===== src/rtl/stopwatch_controller.sv =====
// Stopwatch sequencing: run/pause/lap FSM, seconds prescaler and a saturating min:sec counter.
// Every output is a register; the display shows the lap capture while in lap hold.
module stopwatch_controller #(
   parameter int unsigned CLOCKS_PER_SECOND = 50000000,
   parameter int unsigned MAX_MINUTES       = 99
) (
   input  logic       clock,
   input  logic       reset,
   input  logic       start_stop,
   input  logic       lap,
   input  logic       clear,
   output logic [6:0] minutes,
   output logic [6:0] seconds,
   output logic       running,
   output logic       lap_active,
   output logic       overflow,
   output logic       sec_tick
);

   localparam int unsigned PscW = (CLOCKS_PER_SECOND > 1) ? $clog2(CLOCKS_PER_SECOND) : 1;
   localparam logic [PscW-1:0] PscLast = PscW'(CLOCKS_PER_SECOND - 1);
   localparam logic [6:0] MaxMin = 7'(MAX_MINUTES);

   typedef enum logic [1:0] {StIdle, StRunning, StPaused, StLapHold} state_e;

   state_e          state_q, state_d;
   logic [PscW-1:0] psc_q, psc_d;
   logic [6:0]      min_q, min_d, sec_q, sec_d;
   logic [6:0]      lap_min_q, lap_min_d, lap_sec_q, lap_sec_d;
   logic [6:0]      disp_min_d, disp_sec_d;
   logic            ovf_d, tick_d;
   logic            counting, wrap, saturate;

   always_comb begin
      state_d   = state_q;
      psc_d     = psc_q;
      min_d     = min_q;
      sec_d     = sec_q;
      lap_min_d = lap_min_q;
      lap_sec_d = lap_sec_q;
      ovf_d     = overflow;
      tick_d    = 1'b0;
      counting  = (state_q == StRunning) || (state_q == StLapHold);
      wrap      = counting && (psc_q == PscLast);
      saturate  = wrap && (sec_q == 7'd59) && (min_q >= MaxMin);

      if (counting) psc_d = wrap ? '0 : psc_q + PscW'(1);

      if (wrap) begin
         if (sec_q < 7'd59) begin
            sec_d  = sec_q + 7'd1;
            tick_d = 1'b1;
         end else if (!saturate) begin
            sec_d  = 7'd0;
            min_d  = min_q + 7'd1;
            tick_d = 1'b1;
         end else begin
            ovf_d = 1'b1;
         end
      end

      case (state_q)
         StIdle: begin
            if (start_stop) begin
               state_d = StRunning;
               psc_d   = '0;
            end
         end
         StRunning: begin
            if (start_stop) begin
               state_d = StPaused;
            end else if (lap) begin
               // Capture the pre-edge count; a coincident tick only moves the live count.
               state_d   = StLapHold;
               lap_min_d = min_q;
               lap_sec_d = sec_q;
            end
         end
         StLapHold: begin
            if (start_stop)  state_d = StPaused;
            else if (lap)    state_d = StRunning;
         end
         StPaused: begin
            if (start_stop && !overflow) state_d = StRunning;
         end
         default: state_d = StIdle;
      endcase

      if (saturate) state_d = StPaused;

      if (clear) begin
         state_d   = StIdle;
         psc_d     = '0;
         min_d     = 7'd0;
         sec_d     = 7'd0;
         lap_min_d = 7'd0;
         lap_sec_d = 7'd0;
         ovf_d     = 1'b0;
         tick_d    = 1'b0;
      end

      // Display is a registered copy of the current count, so it trails the count by a cycle.
      disp_min_d = (state_q == StLapHold) ? lap_min_q : min_q;
      disp_sec_d = (state_q == StLapHold) ? lap_sec_q : sec_q;
   end

   always_ff @(posedge clock) begin
      if (reset) begin
         state_q    <= StIdle;
         psc_q      <= '0;
         min_q      <= 7'd0;
         sec_q      <= 7'd0;
         lap_min_q  <= 7'd0;
         lap_sec_q  <= 7'd0;
         minutes    <= 7'd0;
         seconds    <= 7'd0;
         running    <= 1'b0;
         lap_active <= 1'b0;
         overflow   <= 1'b0;
         sec_tick   <= 1'b0;
      end else begin
         state_q    <= state_d;
         psc_q      <= psc_d;
         min_q      <= min_d;
         sec_q      <= sec_d;
         lap_min_q  <= lap_min_d;
         lap_sec_q  <= lap_sec_d;
         minutes    <= disp_min_d;
         seconds    <= disp_sec_d;
         running    <= (state_d == StRunning) || (state_d == StLapHold);
         lap_active <= (state_d == StLapHold);
         overflow   <= ovf_d;
         sec_tick   <= tick_d;
      end
   end

endmodule


===== config.mk =====
export PLATFORM = sky130hd
export DESIGN_NAME = stopwatch_controller
export DESIGN_NICKNAME = d
export VERILOG_FILES = /design/src/rtl/stopwatch_controller.sv
export SDC_FILE = /design/constraint.sdc
export NUM_CORES = 1
export LEC_CHECK = 0
export CAP_MARGIN = 10
export CORE_AREA = 10 10 110 112
export DETAILED_ROUTE_END_ITERATION = 8
export DIE_AREA = 0 0 120 122
export HOLD_SLACK_MARGIN = 0.03
export PLACE_DENSITY_LB_ADDON = 0.05
export REMOVE_ABC_BUFFERS = 1
export SLEW_MARGIN = 5
export SYNTH_ARGS = -nofsm -noshare
export SYNTH_HDL_FRONTEND = slang
export SYNTH_SLANG_ARGS = --single-unit

===== constraint.sdc =====
create_clock -name clock -period 5.5 [get_ports clock]
set_clock_uncertainty 0.05 [all_clocks]
set_input_delay 0.55 -clock clock [delete_from_list [all_inputs] [get_ports clock]]
set_output_delay 0.55 -clock clock [all_outputs]
set_load 0.005 [all_outputs]

; ---- Word level (Yosys, flattened, before mapping)
; Cells that the tools add are included.
[op_classes]
n_addsub = 3
n_lt_le_gt_ge = 2
n_eq_ne = 8
n_mux = 19
bitwise_logic = 4
n_reduce_logical = 14
[ops]
columns = cell, n
row1 = 26-bit 2-to-1 mux, 4
row2 = 7-bit 2-to-1 mux, 4
row3 = "26-bit by 1-bit adder with 26-bit output, second input constant", 1
row4 = "26-bit equality test, second input constant", 1
row5 = 2-bit 2-to-1 mux, 8
row6 = "7-bit by 1-bit adder with 7-bit output, second input constant", 2
row7 = 3-bit AND reduction, 3
row8 = 2-bit one-hot mux with 4 select lines, 1
row9 = "7-bit by 6-bit equality test with 1-bit output, second input constant", 1
row10 = "7-bit greater-or-equal comparator, second input constant", 1
row11 = "7-bit by 6-bit < comparator with 1-bit output, second input constant", 1
row12 = "2-bit equality test, second input constant", 3
row13 = "2-bit by 1-bit equality test with 1-bit output, second input constant", 2
row14 = 1-bit logical AND, 4
row15 = 1-bit inverter, 4
row16 = 3-bit OR reduction, 1
row17 = 2-bit zero test, 1
row18 = 1-bit logical OR, 2
row19 = 1-bit 2-to-1 mux, 2
row20 = "2-bit by 1-bit != test with 1-bit output, second input constant", 1
row21 = 2-bit AND reduction, 1
row22 = 2-bit OR reduction, 1
row23 = 1-bit zero test, 1
[word_totals]
register_bits = 74
input_bits = 5
wordCells = 62

; ---- Longest topological paths before layout
[depth]
word_depth = 9
mapped_depth = 8

; ---- Worst setup path before layout
; No wires, ideal clock.
[synth_timing]
path_kind = reg-to-reg
startpoint = register sec_q[0]
endpoint = register min_q[1]
setup_ns = 0.128
arrival_time_ns = 1.893
slack_ns = 3.430
path_stages_with_launch = 8
n_path_buf = 1
period_less_slack_ns = 2.070
path_cell_list = dfxtp_1 ha_1 nand2_1 or4_1 o2111ai_1 buf_2 mux2i_1 nor2_1
[synth_between]
elab_chain_cells = 5
word_cells_on_any_way = 7
[synth_rtl]
columns = item, line_no
row1 = start: declaration, 28  ; logic [6:0] min_q, min_d, sec_q, sec_d;
row2 = start signal: assignment, 112  ; sec_q <= 7'd0;
row3 = start signal: assignment, 125  ; sec_q <= sec_d;
row4 = branches (longest 4 deep; another with 7-bit by 6-bit < comparator with 1-bit output), n/a
row5 = 3-bit AND reduction (no source line) *, n/a
row6 = end signal: assignment, 124  ; min_q <= min_d;
row7 = end: declaration, 28
; Every way passes the cells marked *.
; A chain may end at the register's enable or synchronous reset.

==> summary.md <==
| Metric | Value |
|---|---|
| Avg Cell Area, Syn | 8.18 um^2 |
| Worst r2r path cells | 5 |
| Comb power frac | 1.7% |
| Startpoint Class | register |
| Most used DFF post-synth | dfxtp_1 |
| Fin Setup TNS | 0 ps |
| # setup viols final | 0 |
| Number of vias in the routed layout | 2,590 |
| CTS tree | built |
| Yosys cell types | 43 |
| Max Root-Sink Buffers | 2 |
| P_sw | 0.215 mW |
| FF+latch count, synth | 73 |
| Largest area contributor in the netlist | dfxtp_1 |
| Clock Power Share | 48.3% |
| CP Max Fanout | 23 |
| Post-DP HPWL | 4850 um |
| Die Y | 122 um |
| N_diodes | 0 |
| Total wire length | 7210 um |
| First-pass iteration count of the detailed router | 4 |
| Top-count cell post-synth | nand2_1 |
| Worst path slowest cell | nand2b_1 |
| WL/cell | 13.4 um |
| Sw Ratio | 20.3% |
| Max cap viols | 0 |
| Row cnt | 37 |
| Mapped Area | 3120 um^2 |
| Crit path from | running |
| Levels on crit path | 5 |
| Fraction of power consumed by sequential logic | 50.0% |
| DR iter-0 viols | 99 |
| Worst Tran Pin Value | 997 ps |
| Hold-fix buffers, CTS | 0 |
| Most frequent cells after synthesis | nand2_1, dfxtp_1, a21oi_1 |
| Worst setup path class | reg2reg |
| Slew HR | 32.9% |
| Critical Path AT | 2810 ps |
| Hold WC Path Type | reg2reg |
| Clk root buf | clkbuf_8 |
| Status | finished, final reports clean |
| Num ports | 23 |
| CP peak stage delay | 720 ps |
| Antenna violations before repair | 0 |
| Worst path top cell family by delay | simple AND/OR/NAND/NOR gates |
| Die extent in x | 120 um |
| Reg2reg start | running |
| Worst Hold Launch | lap_sec_q[4] |
| Synth Warn # | 0 |
| CTS Buf Count | 9 |
| Fmax | 375 MHz |
| Final hold vios | 0 |
| FF-to-FF End | psc_q[10] |
| Maximum VDD drop | 0.133 mV |
| CP Capture Type | register |
| Critical path cell sequence | nand3_1 > or2_4 > or3_1 > nand2b_1 > nor2_1 |
| CTS sink count | 73 |
| Post-synth top area share | 46.9% |
| H-tree Lvls | 3 |
| Clock slew at reported path FFs | 80 ps |
| All-layer global routing usage | 10.4% |
| Leak pwr | 1.14 nW |
| Clock latency on the worst-skew pair | 340 ps |
| EDFF count, synth | 0 |
| Post-cts sizing count | 0 |
| DRC viols | 0 |
| Post-route ant nets | 0 |
| DR vias/cell | 4.83 |
| DIE AREA | 14,600 um^2 |
| Initial cell density of the core | 31.0% |
| Gp weighted congestion | 0.780 |
| Grt total ovfl | 0 |
| Vias in the first global route | 2,453 |
| Final nets | 404 |
| Post-CTS Setup Inserts | 0 |
| Hold EP | seconds[4] |
| Share of cells above drive strength 1 | 6.00% |
| R2R Setup Slk | 2830 ps |
| Area Overhead vs Synth | 17.9% |
| Filler cells | 1,071 |
| Ys async rst share | 0% |
| Worst Hold Depth | 2 |
| Fin crit share | 48.5% |
| Dpl cell area | 3430 um^2 |
| Buffers & Inverters on Critical Path | 0 |
| Port buffer count | 22 |
| Critical Path RT | 5640 ps |
| Final Max Tran Viols | 0 |
| RSZ-0062 raised after global routing | false |
| Seq/Total Area, Yosys | 46.9% |
| First-pass GRT wire length | 12,400 um |
| Core Area | 10,000 um^2 |
| Largest net degree at the start of global routing | 30 |
| Design area | 3680 um^2 |
| Min Tclk post-route | 2670 ps |
| PD cells | 289 nW/um^2 |
| Top cells by area, synth | dfxtp_1, nand2_1, a21oi_1 |
| Synth Instances | 381 |
| Internal power component | 0.845 mW |
final cells by class:
type	instances	area, um^2	area share (%)
Clock buffer	10	138	3.74
Clock inverter	5	104	2.83
Inverter	6	22.5	0.613
Multi-Input combinational cell	284	1560	42.4
Sequential cell	73	1460	39.8
Tap cell	136	170	4.63
Timing Repair Buffer	22	220	5.99
per-stage QoR:
step,power [mW],util (%),worst slack [ps],instances,hold slack (ps)
CTS,1.08,36.6,2760,536,408
global placement,0.561,34.2,2580,521,392
detailed placement,0.561,34.2,2520,521,394
global route,1.11,36.6,2510,536,427
finish,1.06,36.6,2830,536,403
floorplan,0.550,-,3280,363,376
power by group through the flow:
| stage | clock network, mW | registers (mW) | logic [mW] |
|---|---|---|---|
| floorplan | 0 | 0.542 | 0.00825 |
| global placement | 0 | 0.542 | 0.0186 |
| detailed placement | 0 | 0.542 | 0.0186 |
| CTS | 0.533 | 0.530 | 0.0187 |
| global route | 0.560 | 0.530 | 0.0202 |
| finish | 0.513 | 0.530 | 0.0181 |
worst reg2reg max path: stages (launching register included):
cell and delay (ps):
dfxtp_1 550, nand3_1 240, or2_4 300, or3_1 530
nand2b_1 720, nor2_1 120
routing by layer:
layer  global-route usage (%)  vias up  part of all wire (%)
li1                         -     1333                     -
met1                     12.7     1214                    47
met2                     16.7       38                    47
met3                     3.24        5                   4.4
met4                     4.45        0                  0.94
met5                        0        -                     0
registers in the layout, summed over array words and instances, names as in the netlist, 7 cells and up:
name       cells
minutes        7
lap_sec_q      7
min_q          7
lap_min_q      7
seconds        7
sec_q          7
psc_q         26
logic make-up (layout without fill, tap and decap cells):
group | count (synthesis) | after routing | share of synthesized area [%]
simple gates | 187 | 187 | 29.9
compound gates | 69 | 69 | 11.8
flops | 73 | 73 | 46.9
fa+ha+maj | 3 | 3 | 1.20
mux | 1 | 1 | 0.321
buf+inv | 24 | 43 | 3.09
xor+xnor | 24 | 24 | 6.74
how the worst max path moves through the flow:
stage           endpoint  slack, ps
2_1_floorplan   min_q[1]       3280
3_3_place_gp   psc_q[19]       2580
3_5_place_dp   psc_q[18]       2520
4_1_cts        psc_q[10]       2760
5_1_grt        psc_q[10]       2510
6_report       psc_q[10]       2830
cell usage in the layout (no fill, tap or decap), types with 2 or more instances in the layout:
cell and instances:
dfxtp_1 73, nand2_1 76, or4_1 3, and2_1 3, bufinv_16 3, nor4b_2 2
xnor2_1 3, clkbuf_8 10, nand4_1 12, ha_1 3, nand2b_1 5, nor4_1 2
clkdlybuf4s50_1 22, nand3b_1 2, inv_1 6, and3_1 6, a31oi_1 2, nor3_1 5
or3_1 7, xor2_1 21, nor2_1 36, nand3_1 13, o21ai_0 13, or2_2 2
a21oi_1 47, and4_1 4
Note: power is estimated with default switching activity, not from simulation.
